File: config.mk
export PLATFORM = sky130hd
export DESIGN_NAME = datapath_flat
export DESIGN_NICKNAME = d
export VERILOG_FILES = /design/src/rtl/datapath_if.sv /design/src/rtl/datapath.sv /design/src/flat_wrapper.sv
export SDC_FILE = /design/constraint.sdc
export NUM_CORES = 1
export LEC_CHECK = 0
export ABC_AREA = 1
export CORE_ASPECT_RATIO = 1.25
export CORE_MARGIN = 8
export CORE_UTILIZATION = 40
export DETAILED_ROUTE_END_ITERATION = 6
export GPL_TIMING_DRIVEN = 0
export PLACE_DENSITY = 0.69
export SYNTH_ARGS = -nofsm -noshare
export SYNTH_HDL_FRONTEND = slang
export SYNTH_SLANG_ARGS = --single-unit
File: constraint.sdc
create_clock -name clk -period 7.1 [get_ports clk]
set_input_delay 1.065 -clock clk [delete_from_list [all_inputs] [get_ports clk]]
set_output_delay 1.065 -clock clk [all_outputs]
set_load 0.1 [all_outputs]
File: src/rtl/datapath_if.sv
// Control word, decoded instruction fields and result outputs of the execution datapath.
interface datapath_if;
  logic [2:0]  readnum;
  logic [2:0]  writenum;
  logic        write;
  logic [1:0]  vsel;
  logic        loada;
  logic        loadb;
  logic        asel;
  logic        bsel;
  logic [1:0]  shift;
  logic [1:0]  ALUop;
  logic        loadc;
  logic        loads;
  logic [15:0] sximm8;
  logic [15:0] sximm5;
  logic [15:0] mdata;
  logic [7:0]  PC;
  logic [15:0] datapath_out;
  logic [2:0]  Z_out;

  // Controller side: drives the control word and operands, observes results.
  modport master (
    output readnum, writenum, write, vsel, loada, loadb, asel, bsel,
    output shift, ALUop, loadc, loads, sximm8, sximm5, mdata, PC,
    input  datapath_out, Z_out
  );

  // Datapath side.
  modport slave (
    input  readnum, writenum, write, vsel, loada, loadb, asel, bsel,
    input  shift, ALUop, loadc, loads, sximm8, sximm5, mdata, PC,
    output datapath_out, Z_out
  );
endinterface

File: src/rtl/datapath.sv
// Sixteen-bit execution datapath: 8-entry register file, A/B operand registers,
// shifter, ALU, result register C and {V,N,Z} status register.
module datapath (
  input  logic       clk,
  input  logic       reset,
  datapath_if.slave  bus
);

  logic [15:0] regs_q [8];
  logic [15:0] a_q;
  logic [15:0] b_q;
  logic [15:0] c_q;
  logic [2:0]  status_q;

  logic [15:0] read_data;
  logic [15:0] write_data;
  logic [15:0] shift_out;
  logic [15:0] ain;
  logic [15:0] bin;
  logic [15:0] alu_out;
  logic        overflow;
  logic [2:0]  flags;

  // No bypass: reads always see the pre-edge register contents.
  assign read_data = regs_q[bus.readnum];

  // Write-back source select.
  always_comb begin
    write_data = c_q;
    unique case (bus.vsel)
      2'b00: write_data = c_q;
      2'b01: write_data = {8'b0, bus.PC};
      2'b10: write_data = bus.sximm8;
      2'b11: write_data = bus.mdata;
    endcase
  end

  // Single-bit shifter on the B operand.
  always_comb begin
    shift_out = b_q;
    unique case (bus.shift)
      2'b00: shift_out = b_q;
      2'b01: shift_out = {b_q[14:0], 1'b0};
      2'b10: shift_out = {1'b0, b_q[15:1]};
      2'b11: shift_out = {b_q[15], b_q[15:1]};
    endcase
  end

  assign ain = bus.asel ? 16'h0000 : a_q;
  assign bin = bus.bsel ? bus.sximm5 : shift_out;

  // ALU and signed-overflow detection.
  always_comb begin
    alu_out  = '0;
    overflow = 1'b0;
    unique case (bus.ALUop)
      2'b00: begin
        alu_out  = ain + bin;
        overflow = (ain[15] == bin[15]) && (alu_out[15] != ain[15]);
      end
      2'b01: begin
        alu_out  = ain - bin;
        overflow = (ain[15] != bin[15]) && (alu_out[15] != ain[15]);
      end
      2'b10: alu_out = ain & bin;
      2'b11: alu_out = ~bin;
    endcase
  end

  assign flags = {overflow, alu_out[15], (alu_out == 16'h0000)};

  // Register file write port.
  always_ff @(posedge clk or negedge reset) begin
    if (!reset) begin
      for (int i = 0; i < 8; i++) begin
        regs_q[i] <= '0;
      end
    end else if (bus.write) begin
      regs_q[bus.writenum] <= write_data;
    end
  end

  // Operand, result and status registers; each enable is independent.
  always_ff @(posedge clk or negedge reset) begin
    if (!reset) begin
      a_q      <= '0;
      b_q      <= '0;
      c_q      <= '0;
      status_q <= '0;
    end else begin
      if (bus.loada) a_q      <= read_data;
      if (bus.loadb) b_q      <= read_data;
      if (bus.loadc) c_q      <= alu_out;
      if (bus.loads) status_q <= flags;
    end
  end

  assign bus.datapath_out = c_q;
  assign bus.Z_out        = status_q;

endmodule
File: src/flat_wrapper.sv
// flat-port wrapper written by rule: the top's interface ports become plain ports
module datapath_flat 
  (clk, reset, bus_readnum, bus_writenum, bus_write, bus_vsel, bus_loada, bus_loadb, bus_asel, bus_bsel, bus_shift, bus_ALUop, bus_loadc, bus_loads, bus_sximm8, bus_sximm5, bus_mdata, bus_PC, bus_datapath_out, bus_Z_out);
  datapath_if bus_i ();
  input  logic clk;
  input  logic reset;
  input wire logic [$bits(bus_i.readnum)-1:0] bus_readnum;
  input wire logic [$bits(bus_i.writenum)-1:0] bus_writenum;
  input wire logic [$bits(bus_i.write)-1:0] bus_write;
  input wire logic [$bits(bus_i.vsel)-1:0] bus_vsel;
  input wire logic [$bits(bus_i.loada)-1:0] bus_loada;
  input wire logic [$bits(bus_i.loadb)-1:0] bus_loadb;
  input wire logic [$bits(bus_i.asel)-1:0] bus_asel;
  input wire logic [$bits(bus_i.bsel)-1:0] bus_bsel;
  input wire logic [$bits(bus_i.shift)-1:0] bus_shift;
  input wire logic [$bits(bus_i.ALUop)-1:0] bus_ALUop;
  input wire logic [$bits(bus_i.loadc)-1:0] bus_loadc;
  input wire logic [$bits(bus_i.loads)-1:0] bus_loads;
  input wire logic [$bits(bus_i.sximm8)-1:0] bus_sximm8;
  input wire logic [$bits(bus_i.sximm5)-1:0] bus_sximm5;
  input wire logic [$bits(bus_i.mdata)-1:0] bus_mdata;
  input wire logic [$bits(bus_i.PC)-1:0] bus_PC;
  output wire logic [$bits(bus_i.datapath_out)-1:0] bus_datapath_out;
  output wire logic [$bits(bus_i.Z_out)-1:0] bus_Z_out;
  assign bus_i.readnum = bus_readnum;
  assign bus_i.writenum = bus_writenum;
  assign bus_i.write = bus_write;
  assign bus_i.vsel = bus_vsel;
  assign bus_i.loada = bus_loada;
  assign bus_i.loadb = bus_loadb;
  assign bus_i.asel = bus_asel;
  assign bus_i.bsel = bus_bsel;
  assign bus_i.shift = bus_shift;
  assign bus_i.ALUop = bus_ALUop;
  assign bus_i.loadc = bus_loadc;
  assign bus_i.loads = bus_loads;
  assign bus_i.sximm8 = bus_sximm8;
  assign bus_i.sximm5 = bus_sximm5;
  assign bus_i.mdata = bus_mdata;
  assign bus_i.PC = bus_PC;
  assign bus_datapath_out = bus_i.datapath_out;
  assign bus_Z_out = bus_i.Z_out;
  datapath u_core (.clk(clk), .reset(reset), .bus(bus_i));
endmodule
=== After elaboration in Yosys (flattened, before gate mapping) ===
Cells that the tools add are included.

* $add $sub $neg: 2
* Magnitude comparators: 3
* Equality and inequality tests: 13
* Mux-type cells: 12
* Bitwise gates (word level): 4
* Reductions and logical operators: 7

{| class="wikitable"
|+ Operators with widths
! operator !! count
|-
| $pmux W16 S4 || 3
|-
| $bwmux W128 || 1
|-
| $mux W16 || 5
|-
| $bmux W16 S3 || 1
|-
| $demux W16 S3 || 1
|-
| $add A16 B16 Y16 || 1
|-
| $and A16 B16 Y16 || 1
|-
| $logic_not A16 Y1 || 1
|-
| $not A16 Y16 || 1
|-
| $sub A16 B16 Y16 || 1
|-
| $eq A2 B2 Y1 const B || 6
|-
| $ge A4 B4 Y1 const B || 2
|-
| $not A3 Y4 || 2
|-
| $eq A2 B1 Y1 const B || 3
|-
| $logic_not A2 Y1 || 3
|-
| $lt A4 B1 Y1 const B || 1
|-
| $logic_and A1 B1 Y1 || 3
|-
| $ne A1 B1 Y1 || 3
|-
| $pmux W1 S2 || 1
|-
| $eq A1 B1 Y1 || 1
|}

* Register bits after elaboration: 179
* Bits of input ports: 77
* Output and inout port bits: 19
* Word-level logic and storage cells: 53

=== Depth between registers and ports, before layout ===
* Depth in word-level cells: 7
* Mapped depth: 23
* Depth with buffers taken out: 22

=== Worst setup path before layout ===
Ideal clock, no wire load.

* Kind: input -> register
* Start point: input bus_bsel
* End point: register u_core.status_q[0] (netlist: u_core.bus.Z_out[0])
* Library setup time: 68 ps
* Arrival: 3,166 ps
* Data required time: 7,032 ps
* Slack: 3,867 ps
* Cell stages on the path: 19
* Buffers on the path: 1
* Path through: buf_2 inv_1 o21ai_0 inv_1 ha_1 fa_1 nand3_1 nand2_1 nand2_1 nand2_1 nand2_1 nand2_1 nand2_1 nand2_1 nand2_1 nand3_1 nor2_1 nand4_1 nand2_1

* Cells in the longest elaborated chain, start to end: 4
* Elaborated cells on any way between the ends: 7
* Classes of those cells: add/sub (2); mux (2); bitwise (2); reduce/logical (1)

{| class="wikitable"
|+ Ends and longest elaborated chain
! what !! line !! text
|-
| start, declared || flat_wrapper.sv:14 || <nowiki>input wire logic [$bits(bus_i.bsel)-1:0] bus_bsel;</nowiki>
|-
| $mux W16 * || datapath.sv:50 || <nowiki>assign bin = bus.bsel ? bus.sximm5 : shift_out;</nowiki>
|-
| $sub A16 B16 Y16, or another cell as far along || datapath.sv:62 || <nowiki>alu_out = ain - bin;</nowiki>
|-
| $pmux W16 S4 * || datapath.sv:56 || <nowiki>unique case (bus.ALUop)</nowiki>
|-
| $logic_not A16 Y1 * || datapath.sv:70 || <nowiki>assign flags = {overflow, alu_out[15], (alu_out == 16'h0000)};</nowiki>
|-
| end signal, assigned || datapath.sv:94 || <nowiki>if (bus.loads) status_q <= flags;</nowiki>
|-
| end, declared || datapath.sv:13 || <nowiki>logic [2:0] status_q;</nowiki>
|}

Every way passes the cells marked *; elsewhere a longest branch is shown, timed or not.
A chain may end at the register's enable or synchronous reset.

=== Worst setup path after layout ===
* Start point: input bus_shift[0]
* End point: register u_core.status_q[0] (netlist: u_core.bus.Z_out[0])

* Cells in the longest elaborated chain, start to end: 6
* Elaborated cells on any way between the ends: 12
* Classes of those cells: add/sub (2); eq/ne (3); mux (3); bitwise (2); reduce/logical (2)

{| class="wikitable"
|+ Ends and longest elaborated chain
! what !! line !! text
|-
| start, declared || flat_wrapper.sv:15 || <nowiki>input wire logic [$bits(bus_i.shift)-1:0] bus_shift;</nowiki>
|-
| $eq A2 B2 Y1, or another cell as far along || datapath.sv:41 || <nowiki>unique case (bus.shift)</nowiki>
|-
| $pmux W16 S4 * || datapath.sv:41 ||
|-
| $mux W16 * || datapath.sv:50 ||
|-
| $sub A16 B16 Y16, or another cell as far along || datapath.sv:62 ||
|-
| $pmux W16 S4 * || datapath.sv:56 ||
|-
| $logic_not A16 Y1 * || datapath.sv:70 ||
|}

Marks and branches as above.

==> metrics <==
status=finished clean; CP startpoint kind=primary input; NumNets Final=1789; sequential share of power=39.8%; static leakage=6.43 nW; Post-Syn Instances=1568; Synth area leader=dfrtp_1; Sw Ratio=36.7%; worst slack, placed=2530 ps; ANT cells=0; largest net degree at the start of global routing=118; drt pass-1 iters=6; initial antenna violation count=0; Int Pwr=0.00211 W; cts repair resizes=0; clock latency on the worst-skew pair=430 ps; classification of the worst setup path=primary input to flip-flop; Net Count, Synth=1678; synth cell count leaders=523 x nand2_1, 205 x o21ai_0, 179 x dfrtp_1; most used cell, CP=nand2_1; area grow syn2layout=18.2%; CP Cell Sequence=clkdlybuf4s50_1, inv_1, nor2_2, nand2_1, nand3_1, nand2_1, ha_1, buf_2, inv_2, nand2_1, nor2_1, nand3_1, nand2_2, nand2_1, nand3_1, nand2_1, nor2_1, nand3_1, nor2_1, nand4_1, nand2_1; Max IR drop VDD=0.150 mV; Post-Syn Area=11000 sq um; gr usage total=22.2%; share of cells above drive strength 1=6.03%; area of the core=27300 sq um; die width=164 um; final-report max-slew violation count=0; Seq/Total Area, Yosys=40.7%; Async S/R FF share, synth=100%; # clock sinks=179; vias post-DR=10.9k; final global-route overflow total=0; clock buffer depth=2; final hold vios=0; H-tree depth=4; clk slew on worst S/H paths=80 ps; period utilization=58.6%; DRT iter0 DRCs=905; Post-Route WL=36.7 mm; Slew headroom=30.8%; setup ws final=2940 ps; post-synthesis cell type count=41; total CTS buffers=17; clock tree from TritonCTS=built; MaxCap Viol Count=0; total power=0.00333 W; vias per inst=5.34; top post-synthesis cells by area=dfrtp_1 41%, nand2_1 18%, o21ai_0 9.3%; flops & latches, synth=179; crit-path max cell delay=650 ps; slowest CP cell=clkdlybuf4s50_1; Hold Path Class=flip-flop to flip-flop; Final setup viols=0; crit end category=flip-flop; average wire per standard cell=18.0 um; die height=201 um; number of flops mapped to enable cells by yosys=0; site row count=68; RSZ-0062 raised after global routing=no; vias in the first global route=11.1k; full die area=33100 sq um; Worst EP required=7480 ps; Pwr Density=256 nW/um^2; Avg Inst Size Synth=7.01 sq um; Post-route DRC=0; Fin Hold WS=481 ps; top_reg_cell synth=dfrtp_1; clock skew=12.7 ps; CTS root buffer=clkbuf_16; Final HPWL DP=28.2 mm; share of Yosys cell area claimed by the top area cell type=40.7%; first-pass GRT wire length=57.8 mm; min Tclk post-route=4160 ps; Final ANT Viol Nets=0; Max Fclk=240 MHz; Port Buffers=91; Worst-Margin Slew=1030 ps; Initial Util=40.3%; worst-path maximum fanout=9; setup bufs post-CTS=0; Synth Warn #=0; Comb pwr share=30.1%; Post-CTS Hold Fix Bufs=0; Net Sw Power=0.00122 W; Boundary Pins=96; Arrival @ worst endpoint=4540 ps; Clock Power Share=30.1%; count leader, synth=nand2_1; gpl congestion=0.995
## power by group through the flow
stage | Combinational [W] | Clock, W | Sequential [W]
final | 0.00100 | 0.00100 | 0.00133
after global routing | 0.00111 | 0.00104 | 0.00134
after CTS | 0.000998 | 0.00100 | 0.00132
after detailed placement | 0.000992 | 0 | 0.00134
after global placement | 0.000969 | 0 | 0.00133
after floorplan | 0.000554 | 0 | 0.00144
## layer usage
layer,vias up,track usage (%),share of wire (%)
met2,400,38.0,50
li1,5273,-,-
met5,-,0,0
met3,81,3.58,5.8
met4,0,10.4,3.8
met1,5151,26.4,41
## cell families (layout without fill, tap and decap cells)
kind of cell	Yosys count	in the layout	share of synthesized area [%]
compound gates	326	326	17.2
xor+xnor	2	2	0.159
fa+ha+maj	33	33	3.89
buf+inv	256	380	9.25
flops	179	179	40.7
mux	8	8	0.728
simple gates	764	764	28.1
## final timing paths
kind / start / end / slack [ps] / cells after the start
worst max-delay path: bus_shift[0] / u_core.bus.Z_out[0] / 2940 / 21
worst min register to register: u_core.regs_q[120] / u_core.regs_q[120] / 480 / 2
min in group asynchronous: reset / u_core.regs_q[127] / 550 / 1
worst min-delay path: u_core.regs_q[120] / u_core.regs_q[120] / 480 / 2
worst max register to register: u_core.b_q[1] / u_core.bus.Z_out[0] / 3900 / 17
max in group asynchronous: reset / u_core.regs_q[54] / 5590 / 2
## critical path: cells and delay by family
kind / cells / cell delay (ps)
buf+inv: 4 / 1000
simple gates: 16 / 2140
fa+ha+maj: 1 / 290
## cell usage in the layout, fill, tap and decap left out, types with 2 or more instances in the layout
cell type        count
clkbuf_1            45
a221oi_2             7
a21oi_1             48
inv_6                3
buf_4                5
bufinv_16            3
clkbuf_8             2
o21bai_1             2
nand2_1            523
clkbuf_16           17
inv_1              176
and2_1               2
nand2_2              8
clkinv_4             3
dfrtp_1            179
o32ai_1              8
ha_1                31
o211ai_1            16
a21oi_2              6
o221ai_1            11
inv_2               10
o21ai_1             10
clkdlybuf4s50_1     90
nor3_1               3
buf_6                2
clkinvlp_4           2
or2_1                2
mux2i_1              8
fa_1                 2
a22o_1               8
nand3_1             96
o21ai_0            205
buf_2               18
nand4_1              7
nand3b_1             2
nor2_2               9
nor2_1             109
## registers in the layout (all words and copies together) (netlist names)
name and flops:
u_core.bus.Z_out 3, u_core.b_q 16, u_core.bus.datapath_out 16, u_core.regs_q 128
u_core.a_q 16
## per-stage QoR
stage / area, sq um / util (%) / cells / setup TNS (ps)
after global routing: 13000 / 47.6 / 2042 / 0
after CTS: 13000 / 47.6 / 2042 / 0
final: 13000 / 47.6 / 2042 / 0
after detailed placement: 12400 / 45.3 / 2010 / 0
after floorplan: 11000 / - / 1568 / 0
after global placement: 12300 / 45.2 / 2009 / -421240
## area by class of cell
type                    instances  area [sq um]
fillers                      2751         14300
multi-input cells            1133          5500
flip-flops and latches        179          4480
repair buffers                 92           943
inverters                     187           702
clock buffers                  20           457
well taps                     350           438
plain buffers                  69           315
clock inverters                12           169
Note: power is estimated with default switching activity, not from simulation.
